$ cat config.mk
export PLATFORM = sky130hd
export DESIGN_NAME = cnt60_down
export DESIGN_NICKNAME = d
export VERILOG_FILES = /design/src/rtl/cnt_pkg.sv /design/src/rtl/cnt10_down.sv /design/src/rtl/cnt60_down.sv
export SDC_FILE = /design/constraint.sdc
export NUM_CORES = 1
export LEC_CHECK = 0
export CAP_MARGIN = 40
export CORE_AREA = 2 2 39 41
export DETAILED_ROUTE_END_ITERATION = 8
export DIE_AREA = 0 0 41 43
export GPL_TIMING_DRIVEN = 1
export PLACE_DENSITY_LB_ADDON = 0.12
export SYNTH_ARGS = -nofsm -noshare
export SYNTH_HDL_FRONTEND = slang
export SYNTH_SLANG_ARGS = --single-unit
export TNS_END_PERCENT = 5
$ cat constraint.sdc
create_clock -name clk -period 2.3 [get_ports clk]
set_input_delay 0.46 -clock clk [delete_from_list [all_inputs] [get_ports clk]]
set_output_delay 0.46 -clock clk [all_outputs]
set_load 0.05 [all_outputs]
$ cat src/rtl/cnt_pkg.sv
// Shared definitions for the mod-60 BCD counters (up and down variants).
// q is packed as {tens[2:0], ones[3:0]}.
package cnt_pkg;

  localparam int ONES_W = 4;
  localparam int TENS_W = 3;

  localparam logic [ONES_W-1:0] BCD_ONES_MAX   = 4'd9;
  localparam logic [TENS_W-1:0] BCD_TENS_MAX60 = 3'd5;

  // True when v is a legal mod-60 BCD value (00..59).
  function automatic logic bcdValid60(input logic [TENS_W+ONES_W-1:0] v);
    return (v[ONES_W-1:0] <= BCD_ONES_MAX) &&
           (v[TENS_W+ONES_W-1:ONES_W] <= BCD_TENS_MAX60);
  endfunction

endpackage

$ cat src/rtl/cnt10_down.sv
// Single BCD digit down-counter with load, borrow-in and borrow-out.
// Wraps from 0 to the digit's own maximum so one module serves ones and tens.
module cnt10_down #(
  parameter int           W       = 4,
  parameter logic [W-1:0] RST_VAL = '0
) (
  input  logic         clk,
  input  logic         rst,
  input  logic         ld,
  input  logic [W-1:0] d,
  input  logic         bi,
  input  logic [W-1:0] max,
  output logic [W-1:0] q,
  output logic         bo
);

  localparam logic [W-1:0] ONE = W'(1);

  logic [W-1:0] digit_q;
  logic [W-1:0] digit_d;

  always_comb begin
    digit_d = digit_q;
    if (ld) begin
      digit_d = d;
    end else if (bi) begin
      digit_d = (digit_q == '0) ? max : (digit_q - ONE);
    end
  end

  always_ff @(posedge clk or negedge rst) begin
    if (!rst) begin
      digit_q <= RST_VAL;
    end else begin
      digit_q <= digit_d;
    end
  end

  assign q  = digit_q;
  // The borrow ripples onward only when this digit actually wraps this edge.
  assign bo = bi & (digit_q == '0) & ~ld;

endmodule

$ cat src/rtl/cnt60_down.sv
// Modulo-60 BCD down-counter: two cascaded digit counters plus load
// validation, a one-cycle load-error pulse and a zero flag.
module cnt60_down
  import cnt_pkg::*;
#(
  parameter logic [6:0] RST_VAL = 7'h00
) (
  input  logic       clk,
  input  logic       rst,
  input  logic       ld,
  input  logic [6:0] d,
  input  logic       bi,
  output logic       bo,
  output logic [6:0] q,
  output logic       zero,
  output logic       lerr
);

  generate
    if (!bcdValid60(RST_VAL)) begin : g_badRstVal
      $error("cnt60_down: RST_VAL must be BCD 00..59");
    end
  endgenerate

  logic              dValid;
  logic              ldValid;
  logic              countEn;
  logic              onesBo;
  logic [ONES_W-1:0] onesQ;
  logic [TENS_W-1:0] tensQ;
  logic              lerr_q;
  logic              lerr_d;

  assign dValid  = bcdValid60(d);
  assign ldValid = ld & dValid;
  // An invalid load still suppresses counting, so q simply holds.
  assign countEn = bi & ~ld;

  cnt10_down #(
    .W       (ONES_W),
    .RST_VAL (RST_VAL[ONES_W-1:0])
  ) u_ones (
    .clk (clk),
    .rst (rst),
    .ld  (ldValid),
    .d   (d[ONES_W-1:0]),
    .bi  (countEn),
    .max (BCD_ONES_MAX),
    .q   (onesQ),
    .bo  (onesBo)
  );

  cnt10_down #(
    .W       (TENS_W),
    .RST_VAL (RST_VAL[TENS_W+ONES_W-1:ONES_W])
  ) u_tens (
    .clk (clk),
    .rst (rst),
    .ld  (ldValid),
    .d   (d[TENS_W+ONES_W-1:ONES_W]),
    .bi  (onesBo),
    .max (BCD_TENS_MAX60),
    .q   (tensQ),
    .bo  (bo)
  );

  always_comb begin
    lerr_d = ld & ~dValid;
  end

  always_ff @(posedge clk or negedge rst) begin
    if (!rst) begin
      lerr_q <= 1'b0;
    end else begin
      lerr_q <= lerr_d;
    end
  end

  assign q    = {tensQ, onesQ};
  assign zero = (q == 7'h00);
  assign lerr = lerr_q;

endmodule

== Yosys cells after proc, flatten, opt, wreduce, memory -nomap -nowiden ==
Cells that the tools add are included.
Widths: inputs -> output; s select.

* Register bits: 8
* Input bits: 11

* Add/sub/neg operators: 2
* $lt $le $gt $ge: 2
* Muxes and demuxes: 6
* Bitwise gates (word level): 10
* Reductions and logical operators: 6

{| class="wikitable"
|+ Operators with widths
! kind !! number
|-
| $mux 4 || 3
|-
| $mux 3 || 3
|-
| $and 1x1->1 || 7
|-
| $logic_not 7->1 || 1
|-
| $le 4x4->1 const B || 1
|-
| $logic_not 4->1 || 1
|-
| $reduce_bool 2->1 || 2
|-
| $sub 4x1->4 const B || 1
|-
| $le 3x3->1 const B || 1
|-
| $logic_not 3->1 || 1
|-
| $not 1->1 || 3
|-
| $sub 3x1->3 const B || 1
|-
| $logic_and 1x1->1 || 1
|}

== Logic depth before layout (Yosys ltp) ==
* Word-level depth: 7
* Mapped depth: 5
* Mapped depth without buffers: 5

== Hierarchy ==
From an unflattened synthesis, not the netlist that was laid out.

* Cell total of the unflattened synthesis: 68
* Area total of the unflattened synthesis: 600.6 µm²

{| class="wikitable"
|+ By module, submodules not included
! module !! instances !! cells an instance !! area each (µm²) !! sequential area each (µm²)
|-
| cnt10_down (u_ones) || 1 || 34 || 294.0 || 100.1
|-
| cnt10_down (u_tens) || 1 || 24 || 221.5 || 75.1
|-
| cnt60_down || 1 || 10 || 85.1 || 25.0
|}

== Least setup slack after synthesis ==
OpenSTA, ideal clock, no wires.

* Path kind: reg2out
* Start: register u_ones.digit_q[0], in the netlist u_ones.q[0]
* End: output port bo
* Arrival: 1544 ps
* Required time: 1840 ps
* Slack: 296 ps
* Cell stages (with the launch flop): 3
* Buffers on the path: 0
* Cells stage by stage: dfrtp_1 nor4_1 and3_2

* Longest elaborated chain between the ends: 5

{| class="wikitable"
|+ RTL lines
! what !! RTL line !! source
|-
| start, declared || cnt10_down.sv:19 || <nowiki>logic [W-1:0] digit_q;</nowiki>
|-
| start signal, assigned || cnt10_down.sv:35 || <nowiki>digit_q <= digit_d;</nowiki>
|-
| $logic_not 4->1 || cnt10_down.sv:41 || <nowiki>assign bo = bi & (digit_q == '0) & ~ld;</nowiki>
|-
| $and 1x1->1 (4 in series) || cnt10_down.sv:41 ||
|-
| end, declared || cnt60_down.sv:13 || <nowiki>output logic bo,</nowiki>
|}

Every way passes these cells.

== Worst setup path after layout ==
* Start: register u_ones.digit_q[0], in the netlist u_ones.q[0]
* End: output port q[0]

{| class="wikitable"
|+ RTL lines
! what !! RTL line !! source
|-
| end, declared || cnt60_down.sv:14 || <nowiki>output logic [6:0] q,</nowiki>
|}

No word-level cell between the ends.

==> results.cfg <==
[clock_network]
cts_hold_buf = 0
ctsResizeCount = 0
clkSinkCount = 8
clockBufferDepth = 2
htree_levels = 1
clock_latency_ps = 260
post-cts-setup-buffers = 0
cts-root-buf = clkbuf_4
clkSlewWorstSetupHoldPaths_ps = 50
cts_tree = built
cts-buffers-inserted = 3

[die]
row_count = 14
die_w_um = 41
core_area_mm2 = 0.00138
die_area_mm2 = 0.00176
ios = 21
fp.dieH_um = 43
initial_utilization = 0.365

[route]
via_per_inst = 5.68
dr.first_iter.drc_count = 1
vias = 534
drtAntennaViolNets = 0
drt-total-wl_um = 1350
wire_per_inst_um = 14.4
drc = 0
firstDrtPassIters = 4

[global_route]
grt_pass1_vias = 512
grt_max_degree = 9
antenna_found_initial = 0
grt_usage = 0.197
grt_pass1_wl_um = 2250
gr-total-overflow = 0

[placement]
placed_cell_area_um2 = 761
port_buffers = 20
finalWeightedCongestion = 0.716
place_hpwl_um = 1060

[layout]
antenna_cells = 0
final_core_utilization = 0.566
multi_input_area_um2 = 290
final_layout_size_suffix_gt1_frac = 0.192
finish.instance_area_um2 = 783
area_growth_pct = 55.0
final_nets = 92
regArea_um2 = 200
nFillCells = 131

[setup_path]
end_kind = primary output
cpLargestDelayFamily = buffers and inverters
crit_path_top_delay_cell = clkdlybuf4s50_1
worstPathRequired_ps = 1840
critical_path.cell_chain = clkdlybuf4s50_1
worst_setup_path_start_kind = register
crit_arrival_ps = 1590
max_stage_delay_ps = 860
critPathKind = register to primary output
critical_path_buf_inv_count = 1
crit_fanout = 7

[sta]
fin_tns_setup_ps = 0
worstMarginPinSlew_ps = 501
rsz0062_at_grt = no
fin_crit_ps = 2050
maxSlewViolCount = 0
period_share = 0.891
setup_viol = 0
fin_skew_ps = 3.05
maxSlewHeadroom = 0.665
fmax_mhz = 488
holdWs_ps = 484
finalHoldViolations = 0

[power]
power.total_mw = 0.612
cellPowerDensity_mw_per_mm2 = 781
power_leakage_nw = 0.316
irDropWorstVdd_v = 0.000445

[synth]
yosysWarnings = 0
synthArstFlopShare = 1.00
yosysMostFrequentCell = dfrtp_1
yosys.area.top_type_share = 0.396
avgSynthCellArea_um2 = 9.54
synth_common_cells = dfrtp_1 (8), a21oi_1 (4), inv_1 (4), nor3_1 (4)
synth.largest_area_cell = dfrtp_1
yosysSeqAreaShare = 0.396
ys.flop_type = dfrtp_1
syn_area_um2 = 505
ys_types = 30
syn_inst = 53
synth-seq-cells = 8
synth_edf_count = 0
syn_nets = 65
synthTopCellsByArea = dfrtp_1 (40%), a21oi_1 (4.0%), nor3_1 (4.0%)

[status]
run_status = finished, final reports clean

[job]
maxCapViolCount = 0

[min_path]
hold_class = input pin to async pin
==> cell usage in the layout (no fill, tap or decap), types with 2 or more instances in the layout <==
master | netlist | layout
nand3_1 | 2 | 2
dfrtp_1 | 8 | 8
clkbuf_4 | 0 | 3
buf_4 | 0 | 2
nor2_1 | 2 | 2
nand2_1 | 2 | 2
buf_12 | 0 | 2
o21ai_0 | 2 | 2
a311oi_1 | 2 | 2
clkdlybuf4s50_1 | 0 | 18
inv_1 | 4 | 4
nor3_1 | 4 | 4
and3_2 | 2 | 2
o22ai_1 | 2 | 2
a21oi_1 | 4 | 4
==> kinds of logic after synthesis <==
logic type,count (synthesis),synth area share
multiplexers,1,0.0198
AND/OR/NAND/NOR,22,0.282
adder cells (fa/ha/maj),1,0.0247
buffers and inverters,4,0.0297
flip-flops,8,0.396
AO/OA/AOI/OAI,16,0.230
XOR/XNOR,1,0.0173
==> final cells by class <==
type / count / area share
clock buffer: 3 / 0.0288
inverter: 4 / 0.0192
multi-input combinational: 41 / 0.371
sequential: 8 / 0.256
tap: 16 / 0.0256
timing repair buffer: 22 / 0.300
==> metal layers <==
layer	routed length, um	track usage	share of wire	vias up
met5	0	0	0	-
met4	17	0.100	0.013	0
met3	67	0.0628	0.050	2
met2	679	0.300	0.50	17
met1	586	0.235	0.43	255
li1	-	-	-	260
==> report_power, final <==
group          internal [mW]  switching [mW]
Combinational          0.114           0.172
Sequential             0.170          0.0460
Clock                 0.0598          0.0490
Total                  0.344           0.267
==> worst paths after layout <==
kind	from	end	slack (ps)	cells after the start
setup / recovery	u_ones.q[0]	q[0]	250	1
hold / removal	rst	u_tens.q[0]	480	1
setup reg to reg	u_ones.q[0]	u_tens.q[1]	710	3
hold reg to reg	u_tens.q[2]	u_tens.q[2]	610	2
max in group asynchronous	rst	u_ones.q[3]	1550	1
min in group clk	u_tens.q[2]	u_tens.q[2]	610	2
==> per-stage QoR <==
step	std cells	setup WS [ps]
2_1_floorplan	53	296
3_3_place_gp	91	289
3_5_place_dp	91	275
4_1_cts	94	254
5_1_grt	94	201
6_report	94	250
==> worst reg2reg max path, cell delays in order (launching register included) <==
cell and delay (ps):
dfrtp_1 460, or4_4 560, a2111oi_2 360, a311oi_1 80
==> state kept, by name (all words and copies together) (netlist names) <==
name      count
u_ones.q      4
u_tens.q      3
lerr          1
(Power assumes the default switching activity.)
==> variant, RTL diff (same flow settings) <==
Register the inputs `ld`, `d` and `bi` before use, without a reset. The logic sees them one clock later.
--- a/src/rtl/cnt60_down.sv
+++ b/src/rtl/cnt60_down.sv
@@ -18,2 +18,12 @@
 
+  logic ld_q;
+  logic [6:0] d_q;
+  logic bi_q;
+
+  always_ff @(posedge clk) begin
+    ld_q <= ld;
+    d_q  <= d;
+    bi_q <= bi;
+  end
+
   generate
@@ -33,6 +43,6 @@
 
-  assign dValid  = bcdValid60(d);
-  assign ldValid = ld & dValid;
+  assign dValid  = bcdValid60(d_q);
+  assign ldValid = ld_q & dValid;
   // An invalid load still suppresses counting, so q simply holds.
-  assign countEn = bi & ~ld;
+  assign countEn = bi_q & ~ld_q;
 
@@ -45,3 +55,3 @@
     .ld  (ldValid),
-    .d   (d[ONES_W-1:0]),
+    .d   (d_q[ONES_W-1:0]),
     .bi  (countEn),
@@ -59,3 +69,3 @@
     .ld  (ldValid),
-    .d   (d[TENS_W+ONES_W-1:ONES_W]),
+    .d   (d_q[TENS_W+ONES_W-1:ONES_W]),
     .bi  (onesBo),
@@ -67,3 +77,3 @@
   always_comb begin
-    lerr_d = ld & ~dValid;
+    lerr_d = ld_q & ~dValid;
   end
Formal check against the unedited RTL: not equivalent (Yosys sat finds a counterexample within 4 cycles, from zero or initial values and one cycle with rst low).
==> variant against the unedited design <==
Synthesized area up 37%; final area up 22%; critical path depth unchanged; sequential cell count up 9; wire length down 0.82%; total power up 31%; via count up 7.7%; worst setup slack better by 0.015 ns.
==> variant: results (changes against the unedited design) <==
status: "completed"  # unchanged
relSlewSlack: 0.671  # was 0.665
ys_seq_area_frac: 0.551  # was 0.396
p_leak_nw: 0.395  # was 0.316 nW
dr_wl_met3_um: 68  # was 67 um
routabilityCongestion: 0.795  # was 0.716
clk_share: 0.0276  # was 0.0288
drt-vias-per-instance: 5.42  # was 5.68
regArea_um2: 380  # was 200 um2
grt_pass1_wl_um: 2140  # was 2250 um
met1_length_um: 626  # was 586 um
min_period_ns: 2.04  # was 2.05 ns
nFillCells: 111  # was 131
layout.nonclk_buf_frac: 0.226  # was 0.300
signal_buffers: 21  # was 22
clk_pin_slew_ns: 0.10  # was 0.05 ns
final_area_um2: 952  # was 783 um2
async_reset_ff_frac: 0.471  # was 1.00
ys_top_cells_by_area: "dfrtp_1, dfxtp_1, a21bo_2"  # was dfrtp_1, a21oi_1, nor3_1
wl_per_cell_um: 12.6  # was 14.4 um
largest_reg_flops: 7  # was 4
synth-main-ff-cell: "dfxtp_1"  # was dfrtp_1
syn_nets: 77  # was 65
drt_iter0_drc: 6  # was 1
synth_commonest_cells: "dfxtp_1, dfrtp_1, nor2_1"  # was dfrtp_1, a21oi_1, inv_1, nor3_1
drt_pass1_iterations: 2  # was 4
drive_gt1_frac: 0.133  # was 0.192
## variant: path summary, 6_finish.rpt
| check | startpoint | endpoint | cells after the start |
|---|---|---|---|
| min in group clk | d_q[3] | u_ones.q[3] | 2 |
| max | u_ones.q[0] | q[0] | 1 |
| min reg2reg | d_q[3] | u_ones.q[3] | 2 |
| max reg2reg | u_ones.q[1] | u_tens.q[1] | 3 |
| min | rst | lerr | 1 |
| max in group asynchronous | rst | u_ones.q[0] | 1 |
## variant: report_power, final
group	switching, mW	internal (mW)	leakage (nW)	total (mW)
Combinational	0.158	0.111	0.210	0.269
Clock	0.0907	0.0675	0.0150	0.158
Sequential	0.0411	0.332	0.170	0.373
Total	0.290	0.510	0.395	0.800
## variant: kinds of logic (layout without fill, tap and decap cells)
logic type,count (synthesis),count (layout),synth area share
and+or+nand+nor,25,25,0.207
AOI/OAI and AO/OA,17,17,0.188
DFF,17,17,0.551
buffers and inverters,4,29,0.0217
adders and majority gates,1,1,0.0181
muxes,1,1,0.0145
